**src/rtl/bounce_gen_pkg.sv**
```systemverilog
// Shared types and constants for the contact-bounce emulator.
package bounce_gen_pkg;

    typedef enum logic [1:0] {
        ST_IDLE,
        ST_BOUNCING,
        ST_SETTLE
    } state_e;

    localparam logic [15:0] LFSR_POLY = 16'hB400;

    // Right-shifting Galois step; a nonzero state never maps to zero.
    function automatic logic [15:0] lfsr_next(input logic [15:0] cur);
        logic [15:0] nxt;
        nxt = cur >> 1;
        if (cur[0]) begin
            nxt = nxt ^ LFSR_POLY;
        end
        return nxt;
    endfunction

endpackage

```
**src/rtl/bounce_generator_lfsr.sv**
```systemverilog
// Free-running 16-bit Galois LFSR, reseeded by asynchronous reset.
module lfsr
    import bounce_gen_pkg::*;
#(
    parameter logic [15:0] SEED = 16'hACE1
) (
    input  logic        i_clock,
    input  logic        i_reset,
    output logic [15:0] o_value
);

    logic [15:0] lfsr_q;
    logic [15:0] lfsr_d;

    always_comb begin
        lfsr_d = lfsr_next(lfsr_q);
    end

    always_ff @(posedge i_clock or posedge i_reset) begin
        if (i_reset) begin
            lfsr_q <= SEED;
        end else begin
            lfsr_q <= lfsr_d;
        end
    end

    assign o_value = lfsr_q;

endmodule

```
**src/rtl/bounce_generator.sv**
```systemverilog
// Emulates a bouncing mechanical contact: each clean edge becomes 2N random-length
// glitches followed by a stable settle period.
module bounce_generator
    import bounce_gen_pkg::*;
#(
    parameter int unsigned  COUNTER_WIDTH      = 16,
    parameter int unsigned  BOUNCE_COUNT_WIDTH = 4,
    parameter logic [15:0]  LFSR_SEED          = 16'hACE1
) (
    input  logic                          i_clock,
    input  logic                          i_reset,
    input  logic                          i_clean_signal,
    input  logic [BOUNCE_COUNT_WIDTH-1:0] i_bounce_count,
    input  logic [COUNTER_WIDTH-1:0]      i_bounce_mask,
    input  logic [COUNTER_WIDTH-1:0]      i_settle_cycles,
    output logic                          o_bouncing_signal,
    output logic                          o_busy
);

    logic [15:0]              lfsr_value;
    logic [COUNTER_WIDTH-1:0] lfsr_ext;

    lfsr #(.SEED(LFSR_SEED)) u_lfsr (
        .i_clock (i_clock),
        .i_reset (i_reset),
        .o_value (lfsr_value)
    );

    generate
        if (COUNTER_WIDTH > 16) begin : g_extend
            assign lfsr_ext = {{(COUNTER_WIDTH-16){1'b0}}, lfsr_value};
        end else begin : g_truncate
            assign lfsr_ext = lfsr_value[COUNTER_WIDTH-1:0];
        end
    endgenerate

    state_e                      state_q,    state_d;
    logic                        out_q,      out_d;
    logic                        busy_q,     busy_d;
    logic [BOUNCE_COUNT_WIDTH:0] toggles_q,  toggles_d;
    logic [COUNTER_WIDTH-1:0]    interval_q, interval_d;
    logic [COUNTER_WIDTH-1:0]    settle_cnt_q, settle_cnt_d;
    logic [COUNTER_WIDTH-1:0]    mask_q,     mask_d;
    logic [COUNTER_WIDTH-1:0]    settle_q,   settle_d;

    always_comb begin
        state_d      = state_q;
        out_d        = out_q;
        toggles_d    = toggles_q;
        interval_d   = interval_q;
        settle_cnt_d = settle_cnt_q;
        mask_d       = mask_q;
        settle_d     = settle_q;
        case (state_q)
            ST_IDLE: begin
                if (i_clean_signal != out_q) begin
                    out_d    = i_clean_signal;
                    mask_d   = i_bounce_mask;
                    settle_d = i_settle_cycles;
                    if (i_bounce_count != '0) begin
                        toggles_d  = {i_bounce_count, 1'b0};
                        interval_d = lfsr_ext & i_bounce_mask;
                        state_d    = ST_BOUNCING;
                    end else begin
                        settle_cnt_d = i_settle_cycles;
                        state_d      = ST_SETTLE;
                    end
                end
            end
            ST_BOUNCING: begin
                if (interval_q != '0) begin
                    interval_d = interval_q - 1'b1;
                end else if (toggles_q != '0) begin
                    out_d      = ~out_q;
                    toggles_d  = toggles_q - 1'b1;
                    interval_d = lfsr_ext & mask_q;
                    // Even toggle count means this last toggle lands on the target level.
                    if (toggles_q == 1) begin
                        interval_d   = '0;
                        settle_cnt_d = settle_q;
                        state_d      = ST_SETTLE;
                    end
                end else begin
                    state_d = ST_SETTLE;
                end
            end
            ST_SETTLE: begin
                if (settle_cnt_q != '0) begin
                    settle_cnt_d = settle_cnt_q - 1'b1;
                end else begin
                    state_d = ST_IDLE;
                end
            end
            default: state_d = ST_IDLE;
        endcase
        busy_d = (state_d != ST_IDLE);
    end

    always_ff @(posedge i_clock or posedge i_reset) begin
        if (i_reset) begin
            state_q      <= ST_IDLE;
            out_q        <= 1'b0;
            busy_q       <= 1'b0;
            toggles_q    <= '0;
            interval_q   <= '0;
            settle_cnt_q <= '0;
            mask_q       <= '0;
            settle_q     <= '0;
        end else begin
            state_q      <= state_d;
            out_q        <= out_d;
            busy_q       <= busy_d;
            toggles_q    <= toggles_d;
            interval_q   <= interval_d;
            settle_cnt_q <= settle_cnt_d;
            mask_q       <= mask_d;
            settle_q     <= settle_d;
        end
    end

    assign o_bouncing_signal = out_q;
    assign o_busy            = busy_q;

endmodule
```
**config.mk**
```make
export PLATFORM = sky130hd
export DESIGN_NAME = bounce_generator
export DESIGN_NICKNAME = d
export VERILOG_FILES = /design/src/rtl/bounce_gen_pkg.sv /design/src/rtl/bounce_generator_lfsr.sv /design/src/rtl/bounce_generator.sv
export SDC_FILE = /design/constraint.sdc
export NUM_CORES = 1
export LEC_CHECK = 0
export CORE_UTILIZATION = 40
export CTS_BUF_LIST = sky130_fd_sc_hd__clkbuf_4 sky130_fd_sc_hd__clkbuf_8 sky130_fd_sc_hd__clkbuf_16
export CTS_CLUSTER_DIAMETER = 80
export DETAILED_ROUTE_END_ITERATION = 10
export PLACE_DENSITY_LB_ADDON = 0.15
export SYNTH_ARGS = -nofsm -noshare
export SYNTH_HDL_FRONTEND = slang
export SYNTH_HIERARCHICAL = 1
export SYNTH_SLANG_ARGS = --single-unit
```
**constraint.sdc**
```tcl
create_clock -name i_clock -period 6.9 [get_ports i_clock]
set_clock_uncertainty 0.2 [all_clocks]
set_input_delay 0.69 -clock i_clock [delete_from_list [all_inputs] [get_ports i_clock]]
set_output_delay 0.69 -clock i_clock [all_outputs]
set_load 0.005 [all_outputs]
```
==> impl_results.md, run 1 <==
* Outcome: finished, final reports clean
* Cells after Synth at 515
* FMAX at 265 MHz
* Final period util at 54.6%
* Hold Crit Depth at 0
* CP arrival at 3.80 ns
* Grt ovf at 0
* Most common cell after layout, fill and taps aside: dfrtp_1
* Slew HR at 27.6%
* Initial Util at 41.4%
* Final wirelength at 11800 um
* Yosys warns at 6
* Final HPWL DP at 7760 um
* Commonest non-fill, non-tap cells in the layout: dfrtp_1, nand2_1, clkdlybuf4s50_1, mux2_2, nor2_1
* FF+latch count, synth at 89
* Synth cell types at 63
* Min Tclk post-route at 3.77 ns
* Crit. End Element: flip-flop
* Worst slew pin tran at 1.08 ns
* FILL cells at 1180
* Total GRT Usage at 19.8%
* ANT nets after route at 0
* Power per cell area at 475 nW/um^2
* Share of cells above drive strength 1 at 16.1%
* Layout Cells excl Fill at 696
* Pleak at 2.39 nW
* Async SR Flop Fraction at 100%
* PortBufs at 40
* Antenna cell count at 0
* TNS Setup at 0 ns
* Top FF cell, synth: dfrtp_1
* Setup CP Type: reg -> reg
* Hold Fails Final Rpt at 0
* Max VDD drop at 0.000201 V
* Final setup fails at 0
* Vias in the first global route at 3945
* First-pass GRT wire length at 19900 um
* Die X at 114 um
* WP data required at 6.93 ns
* Hold Crit Class: reg -> reg
* CTS H-tree lvls at 3
* Core ar. at 12100 sq um
* CTS sink count at 89
* Placed cell area at 5420 sq um
* DR iter-0 viols at 290
* Wire length per cell at 17.0 um
* Worst slack, placed at 3.23 ns
* CTS tree: yes
* Layout Area Growth over Synthesis at 14.4%
* Seq/Total Area, Yosys at 44.6%
* Reg clk slew, reported paths at 0.06 ns
* Net count, final at 572
* EDFF count, synth at 0
* R2r startpoint: interval_q[0]
* Initial antenna violation count at 0
* Placed cell count at 680
* Latest clock arrival within the worst-skew pair at 0.35 ns
* Die H at 114 um
* Clk buf depth at 2
* Crit path from: interval_q[0]
* Via/cell ratio at 5.57
* Die Area at 13000 sq um
* Clk root buf: clkbuf_16
* FP Rows at 40
* Slew Limit Fails at 0
* WHS at 0.184 ns
* Unrepaired setup endpoints after global routing: no
* Gpl congestion at 0.768
* Syn nets at 564
* Max_cap viols at 0
* DRT Pass-1 Iters at 5
* Largest net degree at the start of global routing at 74
* Setup bufs post-CTS at 0
* Hold Path Origin: u_lfsr/o_value[7]
* Drt drc at 0
* Syn Area/Cell at 9.74 sq um
* Worst setup SP type: flip-flop
* CTS resizes at 0
* Reg2Reg Depth at 7
* Vias post-DR at 3874
* Final instance area at 5740 sq um
* Mapped cell area at 5010 sq um
* Final setup margin at 3.13 ns
* Cts hold-fix bufs at 0
* # IOs at 41
* R2R Setup Slk at 3.13 ns
* CTS Buf Count at 9
* Critical-path maximum fanout at 17
==> worst max-delay path, stage by stage, from the launching register on <==
cell     delay (ns)
dfrtp_1        0.42
inv_1          0.10
ha_1           0.14
nor3b_1        0.34
nand4_1        0.78
a211o_1        0.68
or2_1          0.59
mux2_2         0.40
==> cells in the mapped netlist, types with 3 or more instances <==
cell type | n | area (sq um)
buf_1 | 3 | 11.3
or4_1 | 5 | 37.5
inv_1 | 16 | 60.1
o31ai_1 | 15 | 113
nand4_1 | 4 | 25.0
a211oi_1 | 7 | 52.6
a22oi_1 | 5 | 37.5
ha_1 | 10 | 125
dfrtp_1 | 81 | 2030
or3_1 | 4 | 25.0
and3_1 | 6 | 37.5
nor3_1 | 18 | 90.1
nor2_1 | 31 | 116
o211ai_1 | 4 | 30.0
a31oi_1 | 15 | 93.8
a21oi_1 | 28 | 140
xor2_1 | 11 | 96.3
nor4_1 | 12 | 75.1
o21ai_0 | 25 | 125
buf_4 | 13 | 97.6
nand3_1 | 9 | 45.0
clkbuf_1 | 29 | 109
a211o_1 | 4 | 35.0
o31ai_2 | 7 | 87.6
mux2_2 | 37 | 417
a221o_1 | 3 | 30.0
nor3b_1 | 3 | 22.5
mux2i_1 | 4 | 40.0
dfstp_2 | 8 | 210
o22a_1 | 3 | 26.3
xnor2_1 | 4 | 35.0
nand2_1 | 52 | 195
==> per-stage QoR <==
| step | utilization, % | total power [W] |
|---|---|---|
| 3_3_place_gp | 44.7 | 0.00218 |
| 3_5_place_dp | 44.7 | 0.00221 |
| 6_report | 47.4 | 0.00273 |
| 4_1_cts | 47.4 | 0.00275 |
| 2_1_floorplan | - | 0.00191 |
| 5_1_grt | 47.4 | 0.00295 |
==> kinds of logic (layout without fill, tap and decap cells) <==
group	count (synthesis)	after routing	synth area share, %
compound gates	135	135	18.8
xor+xnor	15	15	2.62
fa+ha+maj	10	10	2.50
buf+inv	64	77	6.09
flops	89	89	44.6
mux	41	41	9.11
simple gates	161	161	16.2
==> power breakdown <==
| part | switching (W) | total, W | internal [W] | leakage [nW] |
|---|---|---|---|---|
| logic | 0.000718 | 0.00129 | 0.000573 | 1.15 |
| registers | 0.000178 | 0.000913 | 0.000736 | 1.08 |
| clock network | 0.000203 | 0.000521 | 0.000318 | 0.160 |
| total | 0.00110 | 0.00273 | 0.00163 | 2.39 |
==> worst paths after layout <==
check | to
max | settle_cnt_q[5]
min | u_lfsr/o_value[6]
max reg2reg | settle_cnt_q[5]
min reg2reg | u_lfsr/o_value[6]
max in group asynchronous | state_q[0]
min in group asynchronous | u_lfsr/o_value[2]
==> metal layers <==
metal / routed length, um / track usage, % / vias to the layer above
met5: 0 / 0 / -
met4: 142 / 6.58 / 0
met3: 404 / 5.10 / 8
met1: 5510 / 25.0 / 1883
li1: - / - / 1901
met2: 5750 / 32.9 / 82
==> sequential cells by signal (all words and copies together) (netlist names) <==
| register | cells |
|---|---|
| state_q | 2 |
| settle_q | 16 |
| o_bouncing_signal | 1 |
| o_busy | 1 |
| settle_cnt_q | 16 |
| u_lfsr/o_value | 16 |
| mask_q | 16 |
| toggles_q | 5 |
| interval_q | 16 |
==> layout make-up <==
| class | count | area [sq um] | share of cell area [%] |
|---|---|---|---|
| clock buffers | 14 | 282 | 4.91 |
| clock inverters | 2 | 35.0 | 0.611 |
| inverters | 16 | 60.1 | 1.05 |
| multi-input cells | 362 | 2470 | 43.1 |
| flip-flops and latches | 89 | 2240 | 39.0 |
| well taps | 168 | 210 | 3.66 |
| repair buffers | 45 | 438 | 7.64 |
Note: power is estimated with default switching activity, not from simulation.
==> run 2, diff against run 1 <==
Clock period 6.9 ns to 3.15 ns, I/O delays scaled along.
==> run 2 against run 1 <==
Compared with the run above:
- total power is 120% higher
- routed wire length shrank 1.3%
- global-route usage hardly changed
- core utilization grew 1.1 points
- non-clock buffer count is 14 higher
- worst hold slack worse by 0.0029 ns
- clock power grew 120%
- combinational power up 130%
- largest cell class unchanged
- largest power group unchanged
==> impl_results.md, run 2 (synthesized netlist as in run 1, its figures left out) <==
* Outcome: finished, final reports clean
* CTS resizes at 0
* Wire length per cell at 16.4 um
* Final setup fails at 0
* Latest clock arrival within the worst-skew pair at 0.35 ns
* Multi-input gate area at 2470 sq um
* Critical-path maximum fanout at 16
* FP Rows at 40
* Gpl congestion at 0.809
* Final HPWL DP at 7770 um
* Final period util at 88.9%
* Final wirelength at 11700 um
* Worst setup SP type: flip-flop
* Core ar. at 12100 sq um
* TNS Setup at 0 ns
* Setup bufs post-CTS at 0
* FILL cells at 1199
* Hold Fails Final Rpt at 0
* Sequential cell area at 2240 sq um
* Die Area at 13000 sq um
* Worst slew pin tran at 0.975 ns
* Antenna cell count at 0
* DRT Pass-1 Iters at 4
* Layout Area Growth over Synthesis at 17.1%
* CTS tree: yes
* Power per cell area at 1040 nW/um^2
* Largest net degree at the start of global routing at 74
* Clk root buf: clkbuf_16
* FMAX at 357 MHz
* CTS Buf Count at 9
* Hold Crit Depth at 0
* ANT nets after route at 0
* Initial antenna violation count at 0
* Share of cells above drive strength 1 at 18.5%
* Slew Limit Fails at 0
* Unrepaired setup endpoints after global routing: no
* DR iter-0 viols at 185
* Die X at 114 um
* Clk buf depth at 2
* Grt ovf at 0
* Drt drc at 0
* Reg2Reg Depth at 7
* CTS sink count at 89
* Slew HR at 34.6%
* Max VDD drop at 0.000399 V
* R2R Path End: settle_cnt_q[5]
* R2r startpoint: toggles_q[1]
* Reg clk slew, reported paths at 0.06 ns
* Commonest non-fill, non-tap cells in the layout: dfrtp_1, nand2_1, clkdlybuf4s50_1, mux2_2, nor2_1
* Via/cell ratio at 5.51
* Initial Util at 41.4%
* Pleak at 2.47 nW
* Cts hold-fix bufs at 0
* CP arrival at 2.84 ns
* Tot Pwr at 0.00610 W
* Net count, final at 586
* Vias in the first global route at 3958
* R2R Setup Slk at 0.35 ns
* Max_cap viols at 0
* CTS H-tree lvls at 3
* # IOs at 41
* PortBufs at 40
* Hold path endpoint: u_lfsr/o_value[6]
* Total GRT Usage at 19.8%
* Setup CP Type: reg -> reg
* Most common cell after layout, fill and taps aside: dfrtp_1
* Min Tclk post-route at 2.80 ns
* First-pass GRT wire length at 19700 um
* Hold Crit Class: reg -> reg
* Die H at 114 um
* Hold Path Origin: u_lfsr/o_value[7]
* Vias post-DR at 3914
* WP data required at 3.19 ns
* Crit. End Element: flip-flop
## run 2: layer usage
layer | GRT usage, % | up-vias | part of all wire, %
li1 | - | 1918 | -
met1 | 25.0 | 1920 | 47
met2 | 33.1 | 64 | 49
met3 | 4.62 | 12 | 2.9
met4 | 7.10 | 0 | 1.2
met5 | 0 | - | 0
## run 2: area by class of cell
cell class / count / area share (%)
well taps: 168 / 3.58
flip-flops and latches: 89 / 38.1
multi-input cells: 362 / 42.1
clock buffers: 13 / 4.35
inverters: 16 / 1.02
clock inverters: 3 / 1.11
repair buffers: 59 / 9.68
## run 2: worst max-delay path: stages (launching register included)
cell and delay (ns):
dfrtp_1 0.39, inv_1 0.10, ha_1 0.16, or4b_1 0.49, a211o_1 0.33, a31o_1 0.20
or2_2 0.47, mux2_2 0.34
## run 2: worst max-delay path by stage
stage | start | endpoint | slack [ns]
after floorplan | toggles_q[1] | settle_cnt_q[10] | 0.53
after global placement | i_bounce_count[2] | settle_cnt_q[3] | 0.19
after detailed placement | i_bounce_count[2] | settle_cnt_q[4] | 0.15
after CTS | toggles_q[0] | settle_cnt_q[4] | 0.24
after global routing | state_q[1] | interval_q[9] | 0.07
final | toggles_q[1] | settle_cnt_q[5] | 0.35
## run 2: per-stage QoR
stage          setup slack (ns)  hold slack [ns]  instances  util, %  area, sq um
2_1_floorplan             0.527           0.0230        515        -         5010
3_3_place_gp              0.192            0.170        694     45.8         5550
3_5_place_dp              0.155            0.173        694     45.8         5550
4_1_cts                   0.237            0.185        710     48.5         5870
5_1_grt                  0.0694            0.193        710     48.5         5870
6_report                  0.349            0.181        710     48.5         5870
## run 2: power breakdown
group / internal (W) / switching, W
logic: 0.00136 / 0.00157
registers: 0.00161 / 0.000383
clock network: 0.000730 / 0.000442
total: 0.00370 / 0.00239
